<file path="config.mk">
export PLATFORM = sky130hd
export DESIGN_NAME = reg_file_sb
export DESIGN_NICKNAME = d
export VERILOG_FILES = /design/src/rtl/reg_file_sb.sv
export SDC_FILE = /design/constraint.sdc
export NUM_CORES = 1
export LEC_CHECK = 0
export CAP_MARGIN = 20
export CORE_ASPECT_RATIO = 0.6
export CORE_MARGIN = 10
export CORE_UTILIZATION = 50
export CTS_BUF_LIST = sky130_fd_sc_hd__clkbuf_2
export DETAILED_ROUTE_END_ITERATION = 10
export PLACE_DENSITY = 0.69
export SLEW_MARGIN = 20
export SYNTH_ARGS = -nofsm -noshare
export SYNTH_HDL_FRONTEND = slang
export SYNTH_SLANG_ARGS = --single-unit
</file>
<file path="constraint.sdc">
create_clock -name clk -period 3 [get_ports clk]
set_input_delay 0.6 -clock clk [delete_from_list [all_inputs] [get_ports clk]]
set_output_delay 0.6 -clock clk [all_outputs]
set_load 0.005 [all_outputs]
</file>
<file path="src/rtl/reg_file_sb.sv">
// reg_file_sb: register file with per-entry busy scoreboard; define REGFILE_BYPASS_EN for write-to-read forwarding
module reg_file_sb #(
  parameter int unsigned DATA_W = 32,
  parameter int unsigned NUM_REGS = 16,
  parameter int unsigned ZERO_REG = 1,
  parameter logic [DATA_W-1:0] RESET_VALUE = '0,
  localparam int unsigned ADDR_W = $clog2(NUM_REGS)
) (
  input  logic                clk,
  input  logic                reset,
  input  logic [ADDR_W-1:0]   rd_addr0,
  output logic [DATA_W-1:0]   rd_data0,
  output logic                rd_busy0,
  input  logic [ADDR_W-1:0]   rd_addr1,
  output logic [DATA_W-1:0]   rd_data1,
  output logic                rd_busy1,
  input  logic                wr_en,
  input  logic [ADDR_W-1:0]   wr_addr,
  input  logic [DATA_W-1:0]   wr_data,
  input  logic                set_busy_en,
  input  logic [ADDR_W-1:0]   set_busy_addr,
  input  logic                flush,
  output logic [NUM_REGS-1:0] busy_vec
);
  localparam bit ZR = ZERO_REG != 0;
  logic [DATA_W-1:0] mem_q [NUM_REGS];
  logic [DATA_W-1:0] mem_d [NUM_REGS];
  logic [NUM_REGS-1:0] busy_q, busy_d;
  logic zw, zs, z0, z1, f0, f1, s0, s1;
  assign zw = ZR && wr_addr == '0;
  assign zs = ZR && set_busy_addr == '0;
  assign z0 = ZR && rd_addr0 == '0;
  assign z1 = ZR && rd_addr1 == '0;
  // next state: writeback clears busy, issue then sets it, flush clears everything
  always_comb begin
    mem_d = mem_q;
    busy_d = busy_q;
    if (wr_en && !zw) begin
      mem_d[wr_addr] = wr_data;
      busy_d[wr_addr] = 1'b0;
    end
    if (set_busy_en && !zs) busy_d[set_busy_addr] = 1'b1;
    if (flush) busy_d = '0;
  end
  // state register with synchronous reset overriding all updates
  always_ff @(posedge clk) begin
    if (reset) begin
      mem_q <= '{default: RESET_VALUE};
      busy_q <= '0;
    end else begin
      mem_q <= mem_d;
      busy_q <= busy_d;
    end
  end
`ifdef REGFILE_BYPASS_EN
  assign f0 = wr_en && !zw && wr_addr == rd_addr0;
  assign f1 = wr_en && !zw && wr_addr == rd_addr1;
  assign s0 = set_busy_en && !flush && !zs && set_busy_addr == rd_addr0;
  assign s1 = set_busy_en && !flush && !zs && set_busy_addr == rd_addr1;
`else
  assign f0 = 1'b0;
  assign f1 = 1'b0;
  assign s0 = 1'b0;
  assign s1 = 1'b0;
`endif
  assign rd_data0 = z0 ? '0 : f0 ? wr_data : mem_q[rd_addr0];
  assign rd_data1 = z1 ? '0 : f1 ? wr_data : mem_q[rd_addr1];
  assign rd_busy0 = !z0 && (f0 ? s0 : busy_q[rd_addr0]);
  assign rd_busy1 = !z1 && (f1 ? s1 : busy_q[rd_addr1]);
  assign busy_vec = busy_q;
endmodule
</file>
==> run_results.csv, run 1 <==
group,metric,value,unit
sta,rsz0062_at_grt,"yes",
synthesis,syn_area_per_cell,8.87,sq um
power_and_ir_drop,p_seq_share,49.5,%
grt,grt_pass1_vias,27000,
grt,grt_max_degree,133,
clock_network,cts_sinks,497,
detailed_routing,drc,0,
sta,max_freq,0.323,GHz
power_and_ir_drop,leakage,0.0104,uW
synthesis,ys_warn_count,0,
detailed_routing,routed_wl,102000,um
setup_path,r2r_start,"mem_q[437]$_SDFFE_PP0P_",
clock_network,clockBufferDepth,3,
setup_path,cp_data_arrival_time,2490,ps
power_and_ir_drop,power.total,13600,uW
die,die_h,197,um
setup_path,endpoint_kind,"primary output",
sta,tightest_slew,691,ps
detailed_routing,vias,27000,
detailed_routing,ant_nets,0,
cells_and_area,nets,3056,
hold_path,worstHoldStart,"set_busy_addr[2]",
place,place_ws,-324,ps
detailed_routing,drtPass1Iterations,5,
clock_network,clk_pin_slew,130,ps
power_and_ir_drop,p_switching,4400,uW
clock_network,clock_latency,1100,ps
synthesis,synthAdderAreaFrac,0,%
die,start_util,51.0,%
flow_run,maxCapViolCount,0,
sta,finalHoldViolCount,0,
grt,gr-total-overflow,0,
cells_and_area,drive_above_1_share,30.6,%
place,place.gp.congestion,0.965,
grt,grt_usage,31.4,%
synthesis,synth_top_family_by_area,"compound AO/OA/AOI/OAI gates",
setup_path,crit_path_start,"mem_q[130]$_SDFFE_PP0P_",
setup_path,critPathKind,"flip-flop to primary output",
synthesis,synth_xor_area_share,0,%
hold_path,hp-class,"primary input to flip-flop",
clock_network,numCtsBuffers,114,
power_and_ir_drop,p_per_area,439,nW/um^2
place,place.port_buffers,134,
synthesis,syn_inst,2953,
sta,layout_setup_ws,-93.4,ps
synthesis,synth_simple_gate_area_share,12.6,%
setup_path,worst_setup_path_start_kind,"flip-flop",
place,dp_hpwl,60800,um
clock_network,cts_tree,"yes",
setup_path,cp_max_fo,3,
sta,drv_slew,0,
detailed_routing,drt-initial-drc-count,4251,
sta,slew_headroom,53.8,%
synthesis,syn_nets,3006,
detailed_routing,routedWlPerCell,26.8,um
sta,finalClockSkew,0,ps
clock_network,root_buffer,"clkbuf_2",
power_and_ir_drop,clkPwrFrac,33.8,%
synthesis,syn_area,26200,sq um
sta,layout_min_cycle_time,3090,ps
grt,antenna_found_initial,13,
die,die-width,316,um
synthesis,ys_types,39,
detailed_routing,vias_per_cell,7.12,
power_and_ir_drop,swShare,32.3,%
sta,period_share,103,%
die,die_area,62300,sq um
die,core,51400,sq um
outcome,violations,"setup timing",
power_and_ir_drop,p_int,9230,uW
setup_path,worstPathRequired,2400,ps
cells_and_area,syn_to_final_growth,18.6,%
synthesis,synth-compound-area-share,22.8,%
synthesis,synthMuxAreaShare,20.1,%
clock_network,cts_max_level,3,
sta,setup-violations-final,30,
power_and_ir_drop,comb_power_share,16.7,%
power_and_ir_drop,ir_drop,402,uV
synthesis,synth.yosys.seq_area_share,38.0,%
die,ioPinCount,135,
outcome,outcome,"complete, but fails checks",
synthesis,ys_seq_elements,497,
die,rows,64,
grt,grt_first_pass_wirelength,157000,um
-- cells by family after synthesis --
kind of cell           count (synthesis)
AO/OA/AOI/OAI                       1125
AND/OR/NAND/NOR                      668
flip-flops                           497
buffers and inverters                397
multiplexers                         266
-- flip-flops by register name (all words and copies together) (netlist names) --
signal / count
mem_q: 481
busy_vec: 16
-- path summary, 6_finish.rpt --
kind	end	slack [ps]	cells after the start
worst min-delay path	busy_vec[15]$_SDFF_PP0_	210	3
worst max-delay path	rd_data1[2]	-90	4
worst max register to register	mem_q[437]$_SDFFE_PP0P_	2180	2
worst min register to register	busy_vec[0]$_SDFF_PP0_	430	2
-- placed cells by master, fill, tap and decap left out, drive strengths merged, types with 3 or more instances in the layout --
cell type / Yosys / routed
a21oi: 495 / 495
a221oi: 64 / 64
and3: 3 / 3
and3b: 4 / 4
buf: 115 / 263
bufinv: 0 / 3
clkbuf: 280 / 168
clkdlybuf4s50: 0 / 61
clkinv: 0 / 26
dfxtp: 497 / 497
diode: 0 / 12
inv: 2 / 6
mux2: 65 / 65
mux2i: 3 / 3
mux4: 198 / 198
nand2: 16 / 16
nand2b: 6 / 6
nand3: 486 / 486
nand3b: 6 / 6
nor2: 66 / 66
nor2b: 10 / 10
nor3: 63 / 63
o21ai: 495 / 495
o22ai: 63 / 63
or2: 4 / 4
-- final cells by class --
class | instances | area, sq um
fillers | 4305 | 20300
multi-input cells | 2059 | 15700
flip-flops and latches | 497 | 10000
repair buffers | 329 | 3370
well taps | 693 | 867
clock buffers | 166 | 831
clock inverters | 33 | 204
diodes | 12 | 30.0
inverters | 2 | 7.51
-- power by group through the flow --
stage	registers, uW	clock network (uW)	logic [uW]
after detailed placement	6890	0	2150
after global placement	6880	0	2130
final	6740	4610	2280
after floorplan	6860	0	1090
after global routing	6750	4940	2360
after CTS	6740	4610	2150
-- layer usage --
metal | vias to the layer above | part of all wire, % | GRT usage, %
met1 | 13000 | 37 | 40.8
met2 | 2266 | 44 | 47.1
li1 | 11300 | - | -
met5 | - | 0.014 | 0
met4 | 2 | 4.5 | 16.2
met3 | 397 | 14 | 9.15
-- worst max-delay path, stage by stage (launching register included) --
cell,delay (ps)
dfxtp_2,340
mux4_2,550
o22ai_4,210
nor3_4,80
buf_2,150
-- cell usage after synthesis (all sizes together) --
master  count  area (sq um)
dfxtp     497          9950
a21oi     495          2480
o21ai     495          2480
nand3     486          2430
clkbuf    280          1050
mux4      198          4490
buf       115           661
nor2       66           248
mux2       65           732
a221oi     64           561
nor3       63           315
o22ai      63           394
nand2      16          60.1
nor2b      10          62.6
nand2b      6          37.5
nand3b      6          45.0
and3b       4          35.0
or2         4          25.0
and3        3          18.8
mux2i       3          30.0
a22oi       2          15.0
and2        2          12.5
inv         2          7.51
o31ai       2          15.0
a211oi      1          7.51
a21o        1          7.51
a31oi       1          6.26
nor3b       1          12.5
o211ai      1          7.51
or3b        1          8.76
-- stage by stage --
stage / cells / hold WS (ps) / util [%] / cell area, sq um / setup TNS, ps
floorplan: 2953 / 425 / - / 26200 / 0
global placement: 3604 / 421 / 57.1 / 29300 / -13150
detailed placement: 3604 / 418 / 57.1 / 29300 / -15150
CTS: 3778 / 115 / 59.7 / 30700 / -5010
global route: 3790 / 173 / 60.4 / 31100 / -5210
finish: 3791 / 206 / 60.4 / 31100 / -1010
-- timing repair --
item,in CTS,in global routing
setup endpoints to repair,66,65
setup buffers,0,1
cloned,0,0
endpoints found under the hold margin,69,0
hold buffers,1,0
pin swaps,69,54
resized for setup,459,76
(Power assumes the default switching activity.)
==> run 2, diff against run 1 <==
PLACE_DENSITY = 0.68   (was 0.69)
==> run 2 against run 1 <==
  * The flow still finishes with violations (setup timing)
  * Critical endpoint is now rd_data0[2]
  * Count of clock-buffer cells in the layout shrank 8
  * Critical path type unchanged
  * Sequential power is essentially flat
  * Combinational power grew 2%
  * Maximum frequency grew 0.54%
==> run_results.csv, run 2 (synthesis gave the netlist of run 1 again) <==
group,metric,value,unit
cells_and_area,drive_above_1_share,31.0,%
sta,tightest_slew,726,ps
hold_path,min_path_cells,3,
detailed_routing,routedWlPerCell,26.6,um
setup_path,endpoint_kind,"primary output",
die,die_h,197,um
sta,layout_setup_ws,-76.9,ps
clock_network,numCtsBuffers,110,
grt,grt_usage,31.2,%
sta,drv_slew,0,
power_and_ir_drop,leakage,0.0105,uW
power_and_ir_drop,power.total,13600,uW
detailed_routing,ant_nets,0,
hold_path,hp-class,"primary input to flip-flop",
detailed_routing,drt-initial-drc-count,4686,
sta,period_share,103,%
flow_run,maxCapViolCount,0,
grt,gr-total-overflow,0,
setup_path,ff2ff_path_depth,3,
sta,rsz0062_at_grt,"yes",
cells_and_area,syn_to_final_growth,19.8,%
grt,use_met1,41.1,%
place,dp_hpwl,60400,um
setup_path,cp_cell_sequence,"mux4_2 -> o22ai_4 -> nor3_4 -> buf_2",
setup_path,slowest_stage,"mux4_2",
setup_path,worst_setup_path_start_kind,"flip-flop",
grt,use_met3,8.94,%
detailed_routing,vias,26800,
setup_path,worstPathRequired,2400,ps
place,dpl_cell_area,29500,sq um
cells_and_area,layout_commonest_cell,"a21oi_1",
setup_path,cp_data_arrival_time,2480,ps
power_and_ir_drop,ir_drop,318,uV
cells_and_area,largest_register_ffs,481,
outcome,violations,"setup timing",
clock_network,clock_latency,1130,ps
sta,finalHoldViolCount,0,
sta,setup-violations-final,16,
power_and_ir_drop,p_per_area,433,nW/um^2
die,ioPinCount,135,
grt,grt_max_degree,133,
cells_and_area,finalInstanceArea,31400,sq um
clock_network,root_buffer,"clkbuf_2",
die,core,51400,sq um
cells_and_area,nFillCells,4289,
sta,finalClockSkew,0,ps
setup_path,cp_max_fo,3,
clock_network,clockBufferDepth,3,
outcome,outcome,"complete, but fails checks",
place,place.port_buffers,134,
detailed_routing,drtPass1Iterations,6,
grt,top_usage_layer,"met2",
cells_and_area,regMostFlops,"mem_q",
setup_path,critPathKind,"flip-flop to primary output",
clock_network,cts_max_level,3,
die,start_util,51.0,%
detailed_routing,vias_per_cell,7.07,
sta,max_freq,0.325,GHz
detailed_routing,routed_wl,101000,um
grt,grt_pass1_vias,26500,
die,die-width,316,um
cells_and_area,nets,3054,
place,place_ws,-580,ps
cells_and_area,instances_no_fill,3792,
sta,layout_min_cycle_time,3080,ps
die,rows,64,
clock_network,cts_tree,"yes",
cells_and_area,final_cell_mix,"a21oi_1 (495), o21ai_0 (494), nand3_1 (485), dfxtp_1 (414), mux4_2 (196)",
die,die_area,62300,sq um
setup_path,critical-path-max-stage-delay,550,ps
clock_network,clk_pin_slew,130,ps
grt,grt_first_pass_wirelength,156000,um
grt,grtUsageMet2,46.7,%
grt,antenna_found_initial,12,
sta,whs,180,ps
place,place.gp.congestion,0.908,
sta,slew_headroom,51.5,%
detailed_routing,drc,0,
place,place_inst,3589,
clock_network,cts_sinks,497,
-- run 2: cell count changes in the layout (fill, tap and decap cells not counted), sizes merged --
| cell | previous run | this run |
|---|---|---|
| clkinv | 26 | 38 |
| clkdlybuf4s50 | 61 | 60 |
| clkbuf | 168 | 163 |
| inv | 6 | 2 |
| dlygate4sd2 | 0 | 1 |
| diode | 12 | 11 |
| buf | 263 | 262 |
-- run 2: worst paths after layout --
check	startpoint	end	slack (ps)
min	set_busy_en	busy_vec[1]$_SDFF_PP0_	180
min reg2reg	busy_vec[0]$_SDFF_PP0_	busy_vec[0]$_SDFF_PP0_	450
max	mem_q[130]$_SDFFE_PP0P_	rd_data0[2]	-80
max reg2reg	busy_vec[13]$_SDFF_PP0_	busy_vec[13]$_SDFF_PP0_	2210
-- run 2: worst max-delay path: cells and delay by family, from the launching register on --
kind / cells / cell delay (ps)
mux: 1 / 550
flops: 1 / 350
compound gates: 1 / 220
buf+inv: 1 / 150
simple gates: 1 / 70
-- run 2: metal layers --
layer / share of wire (%) / wire, um / up-vias
li1: - / - / 11300
met1: 38 / 38200 / 13100
met2: 45 / 45000 / 2083
met3: 14 / 13800 / 325
met4: 4.0 / 4040 / 2
met5: 0.013 / 13 / -
-- run 2: final cells by class --
type                            instances  area (sq um)  share of cell area (%)
Multi-Input combinational cell       2059         15700                    50.2
Sequential cell                       497         10100                    32.0
Timing Repair Buffer                  331          3670                    11.7
Tap cell                              693           867                    2.76
Clock buffer                          158           791                    2.52
Clock inverter                         41           234                   0.745
Antenna cell                           11          27.5                  0.0877
Inverter                                2          7.51                  0.0239
-- run 2: where the power goes --
part / total, uW / switching, uW / internal [uW]
Combinational: 2330 / 1470 / 859
Sequential: 6740 / 60.1 / 6680
Clock: 4540 / 2870 / 1670
-- run 2: what timing repair did --
action | 4_1_cts | 5_1_grt
hold buffers | 1 | 0
endpoints found under the setup margin | 66 | 66
resized for setup | 470 | 83
hold endpoints to repair | 53 | 0
setup buffers | 7 | 1
pin swaps | 65 | 48
-- run 2: metrics by stage --
stage | util [%] | TNS, ps
6_report | 61.1 | -448
5_1_grt | 61.1 | -4210
4_1_cts | 60.4 | -3490
3_5_place_dp | 57.4 | -19860
3_3_place_gp | 57.4 | -19320
2_1_floorplan | - | 0
